$ cat src/rtl/multi_fifo_arb_pkg.sv
// Shared types and constants for the multi-push FIFO arbiter.
package multi_fifo_arb_pkg;

  typedef enum logic [1:0] {
    StIdle  = 2'd0,
    StDrain = 2'd1,
    StClr   = 2'd2
  } flush_state_e;

  localparam int unsigned PerfCntW = 32;

endpackage

$ cat src/rtl/rr_lane_packer.sv
// Combinational round-robin scan: grants up to `limit` valid requesters starting at rr_ptr
// and packs them onto consecutive lanes from lane 0.
module rr_lane_packer #(
  parameter int unsigned R  = 4,
  parameter int unsigned M  = 4,
  parameter int unsigned RW = 2,
  parameter int unsigned LW = 3
) (
  input  logic [R-1:0]         valid,
  input  logic [RW-1:0]        rr_ptr,
  input  logic [LW-1:0]        limit,
  output logic [R-1:0]         grant,
  output logic [M-1:0][RW-1:0] lane_src,
  output logic [M-1:0]         lane_vld,
  output logic [RW-1:0]        last
);

  always_comb begin
    int dist_r;
    int rank;
    int last_d;
    grant    = '0;
    lane_src = '0;
    lane_vld = '0;
    last     = '0;
    last_d   = 0;
    for (int r = 0; r < int'(R); r++) begin
      dist_r = (r + int'(R) - int'(rr_ptr)) % int'(R);
      // Rank = number of valid requesters ahead of r in cyclic order.
      rank = 0;
      for (int q = 0; q < int'(R); q++) begin
        if (valid[q] && (((q + int'(R) - int'(rr_ptr)) % int'(R)) < dist_r)) rank++;
      end
      if (valid[r] && (rank < int'(limit))) begin
        grant[r] = 1'b1;
        for (int l = 0; l < int'(M); l++) begin
          if (rank == l) begin
            lane_src[l] = RW'(r);
            lane_vld[l] = 1'b1;
          end
        end
        if (dist_r >= last_d) begin
          last_d = dist_r;
          last   = RW'(r);
        end
      end
    end
  end

endmodule

$ cat src/rtl/multi_fifo_push_arb.sv
// Round-robin arbiter sharing the M push lanes of a multi-push FIFO among R requesters,
// with a flush FSM driving the FIFO clear. Optional counters under MULTI_FIFO_PUSH_ARB_PERF_EN.
module multi_fifo_push_arb
  import multi_fifo_arb_pkg::*;
#(
  parameter type         T  = logic [7:0],
  parameter int unsigned R  = 4,
  parameter int unsigned M  = 4,
  parameter int unsigned RW = (R > 1) ? $clog2(R) : 1
) (
  input  logic                clk,
  input  logic                rst_n,
  input  logic [R-1:0]        req_valid,
  input  T                    req_data [R],
  output logic [R-1:0]        req_ready,
  output logic [M-1:0]        fifo_push,
  output T                    fifo_datain [M],
  input  logic                fifo_full,
  input  logic [M-1:1]        fifo_almost_full,
  input  logic                fifo_empty,
  output logic                fifo_clear,
  input  logic                flush_req,
  output logic                flush_busy,
`ifdef MULTI_FIFO_PUSH_ARB_PERF_EN
  output logic [PerfCntW-1:0] grant_cnt [R],
  output logic [PerfCntW-1:0] stall_cnt,
`endif
  output logic                flush_done
);

  localparam int unsigned LW = $clog2(M + 1);

  flush_state_e        state_q;
  logic [RW-1:0]       rr_ptr_q;
  logic [LW-1:0]       free;
  logic [LW-1:0]       limit;
  logic [R-1:0]        grant;
  logic [M-1:0][RW-1:0] lane_src;
  logic [M-1:0]        lane_vld;
  logic [RW-1:0]       last;

  // Lowest almost_full threshold that is set bounds how many entries fit this cycle.
  always_comb begin
    free = LW'(M);
    for (int i = int'(M) - 1; i >= 1; i--) begin
      if (fifo_almost_full[i]) free = LW'(i);
    end
    if (fifo_full) free = '0;
    limit = (state_q == StIdle) ? free : '0;
  end

  rr_lane_packer #(
    .R  (R),
    .M  (M),
    .RW (RW),
    .LW (LW)
  ) u_packer (
    .valid    (req_valid),
    .rr_ptr   (rr_ptr_q),
    .limit    (limit),
    .grant    (grant),
    .lane_src (lane_src),
    .lane_vld (lane_vld),
    .last     (last)
  );

  assign req_ready = grant;
  assign fifo_push = lane_vld;

  always_comb begin
    for (int l = 0; l < int'(M); l++) begin
      fifo_datain[l] = lane_vld[l] ? req_data[lane_src[l]] : '0;
    end
  end

  always_ff @(posedge clk or negedge rst_n) begin
    if (!rst_n) begin
      rr_ptr_q <= '0;
    end else if (state_q == StClr) begin
      rr_ptr_q <= '0;
    end else if (|grant) begin
      rr_ptr_q <= RW'((int'(last) + 1) % int'(R));
    end
  end

  always_ff @(posedge clk or negedge rst_n) begin
    if (!rst_n) begin
      state_q    <= StIdle;
      flush_busy <= 1'b0;
      fifo_clear <= 1'b0;
      flush_done <= 1'b0;
    end else begin
      unique case (state_q)
        StIdle: begin
          if (flush_req) begin
            state_q    <= StDrain;
            flush_busy <= 1'b1;
          end
        end
        StDrain: begin
          if (fifo_empty) begin
            state_q    <= StClr;
            fifo_clear <= 1'b1;
            flush_done <= 1'b1;
          end
        end
        StClr: begin
          state_q    <= StIdle;
          flush_busy <= 1'b0;
          fifo_clear <= 1'b0;
          flush_done <= 1'b0;
        end
        default: begin
          state_q    <= StIdle;
          flush_busy <= 1'b0;
          fifo_clear <= 1'b0;
          flush_done <= 1'b0;
        end
      endcase
    end
  end

`ifdef MULTI_FIFO_PUSH_ARB_PERF_EN
  always_ff @(posedge clk or negedge rst_n) begin
    if (!rst_n) begin
      for (int r = 0; r < int'(R); r++) grant_cnt[r] <= '0;
      stall_cnt <= '0;
    end else if (state_q == StClr) begin
      for (int r = 0; r < int'(R); r++) grant_cnt[r] <= '0;
      stall_cnt <= '0;
    end else begin
      for (int r = 0; r < int'(R); r++) begin
        if (grant[r] && (grant_cnt[r] != '1)) grant_cnt[r] <= grant_cnt[r] + 1'b1;
      end
      if ((|(req_valid & ~grant)) && (stall_cnt != '1)) stall_cnt <= stall_cnt + 1'b1;
    end
  end
`endif

endmodule

$ cat config.mk
export PLATFORM = sky130hd
export DESIGN_NAME = multi_fifo_push_arb
export DESIGN_NICKNAME = d
export VERILOG_FILES = /design/src/rtl/multi_fifo_arb_pkg.sv /design/src/rtl/rr_lane_packer.sv /design/src/rtl/multi_fifo_push_arb.sv
export SDC_FILE = /design/constraint.sdc
export NUM_CORES = 1
export LEC_CHECK = 0
export CAP_MARGIN = 20
export CORE_UTILIZATION = 50
export CTS_BUF_LIST = sky130_fd_sc_hd__clkbuf_8
export CTS_CLUSTER_SIZE = 10
export DETAILED_ROUTE_END_ITERATION = 8
export PLACE_DENSITY = 0.95
export SETUP_SLACK_MARGIN = 0.15
export SLEW_MARGIN = 20
export SYNTH_ARGS = -nofsm -noshare
export SYNTH_HDL_FRONTEND = slang
export SYNTH_SLANG_ARGS = --single-unit
export TNS_END_PERCENT = 5
$ cat constraint.sdc
create_clock -name clk -period 9.7 [get_ports clk]
set_clock_uncertainty 0.15 [all_clocks]
set_input_delay 0.97 -clock clk [delete_from_list [all_inputs] [get_ports clk]]
set_output_delay 0.97 -clock clk [all_outputs]
set_load 0.02 [all_outputs]
# Word level (Yosys, flattened, before mapping)
# Index checks and enable logic that the tools add are counted.
# totals
wordCells,206
reg_bits,6
inputBits,44
out_inout_bits,43
# classes
n_addsub,17
n_reduce_logical,34
n_bitwise,10
n_mux,97
n_lt_le_gt_ge,28
n_eq_ne,16
# ops
cell,count
two-way mux 32 bit,18
adder 32 x 2 -> 32 bit (second input constant),8
equality test 32 x 3 -> 1 bit (second input constant),8
equality test 32 x 2 -> 1 bit (second input constant),4
zero test 32 bit,4
less-than comparator 32 x 4 -> 1 bit,4
two-way mux 8 bit,15
>= comparator 3 x 32 -> 1 bit,3
binary-select mux 8 bit (select 2 bit),4
less-than comparator 3 bit,16
two-way mux 2 bit,17
two-way mux 1 bit,31
logical AND 1 bit,20
two-way mux 4 bit,4
subtractor 3 x 2 -> 4 bit (first input constant),4
two-way mux 3 bit,5
>= comparator 3 bit (second input constant),4
inverter 2 -> 3 bit,4
adder 1 x 1 -> 2 bit (second input constant),4
OR reduction 2 bit,4
AND reduction 2 bit,3
AND 1 bit,4
!= test 2 bit (second input constant),2
case mux 1 bit (2 select lines),2
9 further kinds,10

# Logic depth before layout (Yosys ltp)
# logic_depth
ltp_word,27
ltp_mapped,27
depth_no_buf,25

# Cells and area by module
# Synthesis repeated with hierarchy kept, for this count alone.
# hier_totals
cells_unflattened,288
area_unflattened_um2,2543.7
# modules_own_cells
module,cells_per_inst,instances,area_per_inst_um2
multi_fifo_push_arb,102,1,1273.7
rr_lane_packer,186,1,1270.0

# Worst setup path before layout
# Ideal clock, no wire load.
# synth_path
path_type,input -> register
start,input req_valid[2]
end,register rr_ptr_q[0]
cell_stages,24
required_time_ns,9.446
path_buffers,2
slack_ns,4.328
setup_ns,0.104
arrival_ns,5.119
path_cell_list,buf_2 nand2_1 inv_1 ha_1 a21oi_1 a31oi_1 ha_1 a21boi_2 a211o_1 or2_0 clkbuf_1 nand3_1 o21ai_0 ha_1 nand2b_1 a21oi_1 nor2_1 or3_1 o21ai_0 ha_1 nand2b_1 a21o_1 a21o_1 a221oi_1
# synth_between
elab_chain_cells,19
word_cells_on_any_way,47
# synth_rtl
item,line,text
start: declaration,multi_fifo_push_arb.sv:13,"input logic [R-1:0] req_valid,"
logical AND 1 bit,rr_lane_packer.sv:32,if (valid[q] && (((q + int'(R) - int'(rr_ptr)) % int'(R)) < dist_r)) rank++;
two-way mux 32 bit,rr_lane_packer.sv:32,
adder 32 x 2 -> 32 bit,rr_lane_packer.sv:32,
two-way mux 32 bit,rr_lane_packer.sv:32,
less-than comparator 32 x 4 -> 1 bit,rr_lane_packer.sv:34,if (valid[r] && (rank < int'(limit))) begin
logical AND 1 bit,rr_lane_packer.sv:34,
two-way mux 32 bit,rr_lane_packer.sv:34,
>= comparator 3 x 32 -> 1 bit,rr_lane_packer.sv:42,if (dist_r >= last_d) begin
[... 3 more ...],--,
two-way mux 32 bit,rr_lane_packer.sv:42,
two-way mux 32 bit,rr_lane_packer.sv:34,
>= comparator 3 x 32 -> 1 bit,rr_lane_packer.sv:42,
two-way mux 2 bit,rr_lane_packer.sv:42,
two-way mux 2 bit,rr_lane_packer.sv:34,
adder 2 x 1 -> 2 bit,multi_fifo_push_arb.sv:82,rr_ptr_q <= RW'((int'(last) + 1) % int'(R));
two-way mux 2 bit,multi_fifo_push_arb.sv:81,end else if (|grant) begin
two-way mux 2 bit,multi_fifo_push_arb.sv:79,end else if (state_q == StClr) begin
end signal: assignment,multi_fifo_push_arb.sv:82,
end: declaration,multi_fifo_push_arb.sv:34,logic [RW-1:0] rr_ptr_q;
# Parallel ways exist; a longest one is shown, timed or not. The select of a mux whose other input is x is not followed.
# A chain may end at the register's enable or synchronous reset.

==> results.py <==
metrics = {
    "outcome": {
        "outcome": "completed",
    },
    "logic_synthesis": {
        "yosysSeqAreaShare_pct": 5.671,
        "synth_area_leader_cell": "sky130_fd_sc_hd__ha_1",
        "syn-cell-area_mm2": 0.002648,
        "synth_area_per_cell_um2": 7.375,
        "yosysWarningCount": 0,
        "number_of_enable_flip_flop_cells_after_synthesis": 0,
        "netlist_instances": 359,
        "synth-main-ff-cell": "sky130_fd_sc_hd__dfrtp_1",
        "total_of_flip_flops_plus_latches_after_synthesis": 6,
        "synth_cell_types": 73,
        "async_set_or_reset_flop_fraction_in_the_synthesized_netlist_pct": 100.0,
        "synth_largest_type_area_fraction_pct": 9.924,
        "netlist_top_cells_area": "sky130_fd_sc_hd__ha_1 (9.9%), sky130_fd_sc_hd__nand2_1 (6.5%), sky130_fd_sc_hd__dfrtp_1 (5.7%)",
        "number_of_nets_in_the_synthesized_netlist": 424,
    },
    "global_route": {
        "groute.usage.overall_pct": 31.74,
        "gr-total-overflow": 0,
        "grt_antenna_before_repair": 0,
        "grt_pass1_wl_um": 13930,
        "grt_pass1_vias": 2992,
        "grt_start_max_net_pins": 20,
    },
    "job": {
        "drv.max_cap_violation_count": 0,
    },
    "critical_path": {
        "timing.critical_path.required_ns": 8.58,
        "setup.reg_to_reg.worst_slack_ns": 3.65,
        "crit-reg2reg-launch": "rr_ptr_q[1]$_DFFE_PN0P_",
        "worstRegToRegCells": 24,
        "crit_arrival_ns": 5.45,
        "critical_path.startpoint_type": "input pin",
        "worst_setup_path_end_kind": "output port",
        "crit-reg2reg-capture": "rr_ptr_q[0]$_DFFE_PN0P_",
        "worst-setup-path-type": "in2out",
        "timing.critical_path.fanout_max": 17,
    },
    "sta": {
        "min_period_over_period_pct": 67.76,
        "rsz0062_at_grt": "no",
        "max_freq_mhz": 152.1,
        "slew-limit-headroom_pct": 33.96,
        "timing.final.max_slew_violations": 0,
        "finalSetupTns_ns": 0,
        "report.final.setup_viol": 0,
        "worst_margin_pin_slew_ns": 0.9906,
        "timing.final.hold_violations": 0,
        "layout_min_cycle_time_ns": 6.573,
        "hold-worst-slack_ns": 0.3732,
    },
    "floorplan": {
        "initial_core_util_pct": 51.84,
        "io_pins": 87,
        "design.core.area_mm2": 0.005107,
        "placementRows": 26,
        "floorplan.die.width_um": 74.77,
        "die-height_um": 74.77,
        "die_area_mm2": 0.005590,
    },
    "drt": {
        "drc_errors": 0,
        "route.vias.total": 3317,
        "viasPerCell": 6.608,
        "final_antenna_net_count": 0,
        "drt_iter0_markers": 403,
        "wl_um": 9114,
        "firstDrtPassIters": 6,
        "post_drt_wl_per_cell_um": 18.16,
    },
    "min_path": {
        "hold_crit_class": "reg2reg",
        "hold_depth": 2,
        "holdCritStartpoint": "flush_busy$_DFFE_PN0P_",
        "terminating_pin_of_the_worst_hold_path": "flush_busy$_DFFE_PN0P_",
    },
    "clock_network": {
        "cts_num_sinks": 6,
        "clk_lat_worst_skew_ns": 0.22,
        "cts_setup_buffers": 0,
        "path_clk_slew_ns": 0.03,
        "tritoncts": "done",
        "cts_max_path_buffers": 2,
        "cts_htree_levels": 1,
        "postCtsHoldBufs": 0,
        "numCtsBuffers": 3,
        "ctsRootBufferMaster": "sky130_fd_sc_hd__clkbuf_8",
        "post_cts_resize_count": 0,
    },
    "pwr": {
        "peakVddDrop_uv": 180.9,
        "p_leak_nw": 1.350,
        "power_per_cell_area_mw_per_mm2": 235.3,
    },
    "cells_and_area": {
        "final_design_area_no_fill_mm2": 0.003571,
        "post_route_cells_drive_above_1_share_pct": 9.722,
        "area_growth_pct": 34.88,
        "final_net_count": 499,
        "post-route-util_pct": 69.92,
        "commonest_non_fill_non_tap_cell_in_the_layout": "sky130_fd_sc_hd__clkdlybuf4s50_1",
        "n_antenna_cell": 0,
        "final_cell_mix": "sky130_fd_sc_hd__clkdlybuf4s50_1 (86), sky130_fd_sc_hd__nand2_1 (46), sky130_fd_sc_hd__nor2_1 (39), sky130_fd_sc_hd__ha_1 (21), sky130_fd_sc_hd__inv_1 (20)",
    },
    "place": {
        "gp_routability_congestion": 0.9419,
        "dpl_cell_area_mm2": 0.003530,
        "post-dp-hpwl_um": 6857,
        "port_buffers": 86,
    },
}
critical path, cell delays in order:
cell and delay [ns]:
sky130_fd_sc_hd__clkdlybuf4s50_1 0.69, sky130_fd_sc_hd__nand2_1 0.13, sky130_fd_sc_hd__inv_1 0.08, sky130_fd_sc_hd__ha_1 0.22
sky130_fd_sc_hd__a21oi_1 0.06, sky130_fd_sc_hd__a31oi_1 0.49, sky130_fd_sc_hd__ha_1 0.38, sky130_fd_sc_hd__a21boi_2 0.19
sky130_fd_sc_hd__a2111oi_4 0.94, sky130_fd_sc_hd__a211oi_4 0.18, sky130_fd_sc_hd__o41ai_1 0.44, sky130_fd_sc_hd__clkdlybuf4s50_1 0.67
layout make-up:
cell class | instances | area, µm²
Clock buffer | 3 | 41.29
Sequential cell | 6 | 150.1
Fill cell | 428 | 1536
Tap cell | 70 | 87.58
Multi-Input combinational cell | 316 | 2349
Timing Repair Buffer | 87 | 868.3
Inverter | 20 | 75.07
registers in the layout, indices dropped and copies added (netlist names):
register	flops
flush_busy	1
flush_done	1
rr_ptr_q	2
state_q	2
worst max path at each step:
stage	cells past startpoint	from	end	slack (ns)
2_1_floorplan	24	req_valid[2]	rr_ptr_q[0]$_DFFE_PN0P_	4.33
3_3_place_gp	12	req_valid[2]	fifo_datain[14]	3.41
3_5_place_dp	12	req_valid[2]	fifo_datain[12]	3.27
4_1_cts	12	req_valid[2]	fifo_datain[12]	3.24
5_1_grt	12	req_valid[2]	fifo_datain[8]	2.89
6_report	12	req_valid[2]	fifo_datain[8]	3.13
cell families (layout without fill, tap and decap cells):
logic type	count (synthesis)	count (layout)	synth area share (%)
xor+xnor	3	3	0.9926
buf+inv	37	110	5.860
simple gates	161	161	34.55
mux	12	12	4.631
flops	6	6	5.671
compound gates	119	119	38.38
fa+ha+maj	21	21	9.924
per-layer routing:
layer,GRT usage (%),routed length [µm]
met5,0,0
met1,38.62,3628
met3,4.016,991
met4,13.42,159
met2,56.16,4334
report_power, final:
| group | internal, mW | switching [mW] |
|---|---|---|
| logic | 0.321 | 0.431 |
| registers | 0.0350 | 0.0178 |
| clock network | 0.0265 | 0.00939 |
cell usage after synthesis, types with 3 or more instances:
library cell / instances
sky130_fd_sc_hd__and2_1: 9
sky130_fd_sc_hd__nor2_1: 39
sky130_fd_sc_hd__a211oi_1: 8
sky130_fd_sc_hd__a311oi_1: 9
sky130_fd_sc_hd__o2111ai_1: 4
sky130_fd_sc_hd__o41ai_1: 8
sky130_fd_sc_hd__nor2b_1: 6
sky130_fd_sc_hd__and2b_1: 6
sky130_fd_sc_hd__or2_2: 12
sky130_fd_sc_hd__a21oi_1: 13
sky130_fd_sc_hd__nor3_1: 3
sky130_fd_sc_hd__ha_1: 21
sky130_fd_sc_hd__clkbuf_1: 6
sky130_fd_sc_hd__a22oi_1: 3
sky130_fd_sc_hd__nand2_1: 46
sky130_fd_sc_hd__inv_1: 20
sky130_fd_sc_hd__a221oi_1: 9
sky130_fd_sc_hd__o31ai_1: 16
sky130_fd_sc_hd__a32o_1: 8
sky130_fd_sc_hd__a21o_1: 4
sky130_fd_sc_hd__dfrtp_1: 6
sky130_fd_sc_hd__nor4_4: 5
sky130_fd_sc_hd__nand2b_1: 10
sky130_fd_sc_hd__o21ai_0: 8
sky130_fd_sc_hd__mux2i_1: 10
sky130_fd_sc_hd__buf_2: 7
sky130_fd_sc_hd__nand3_1: 4
sky130_fd_sc_hd__and3_1: 3
through the flow:
step	cells	worst slack, ns	power (mW)
global placement	499	3.415	0.7676
finish	502	3.127	0.8403
detailed placement	499	3.273	0.7874
global route	502	2.888	0.8995
CTS	502	3.241	0.8281
floorplan	359	4.328	0.5449
No activity file was read; power rests on OpenSTA's default activity.
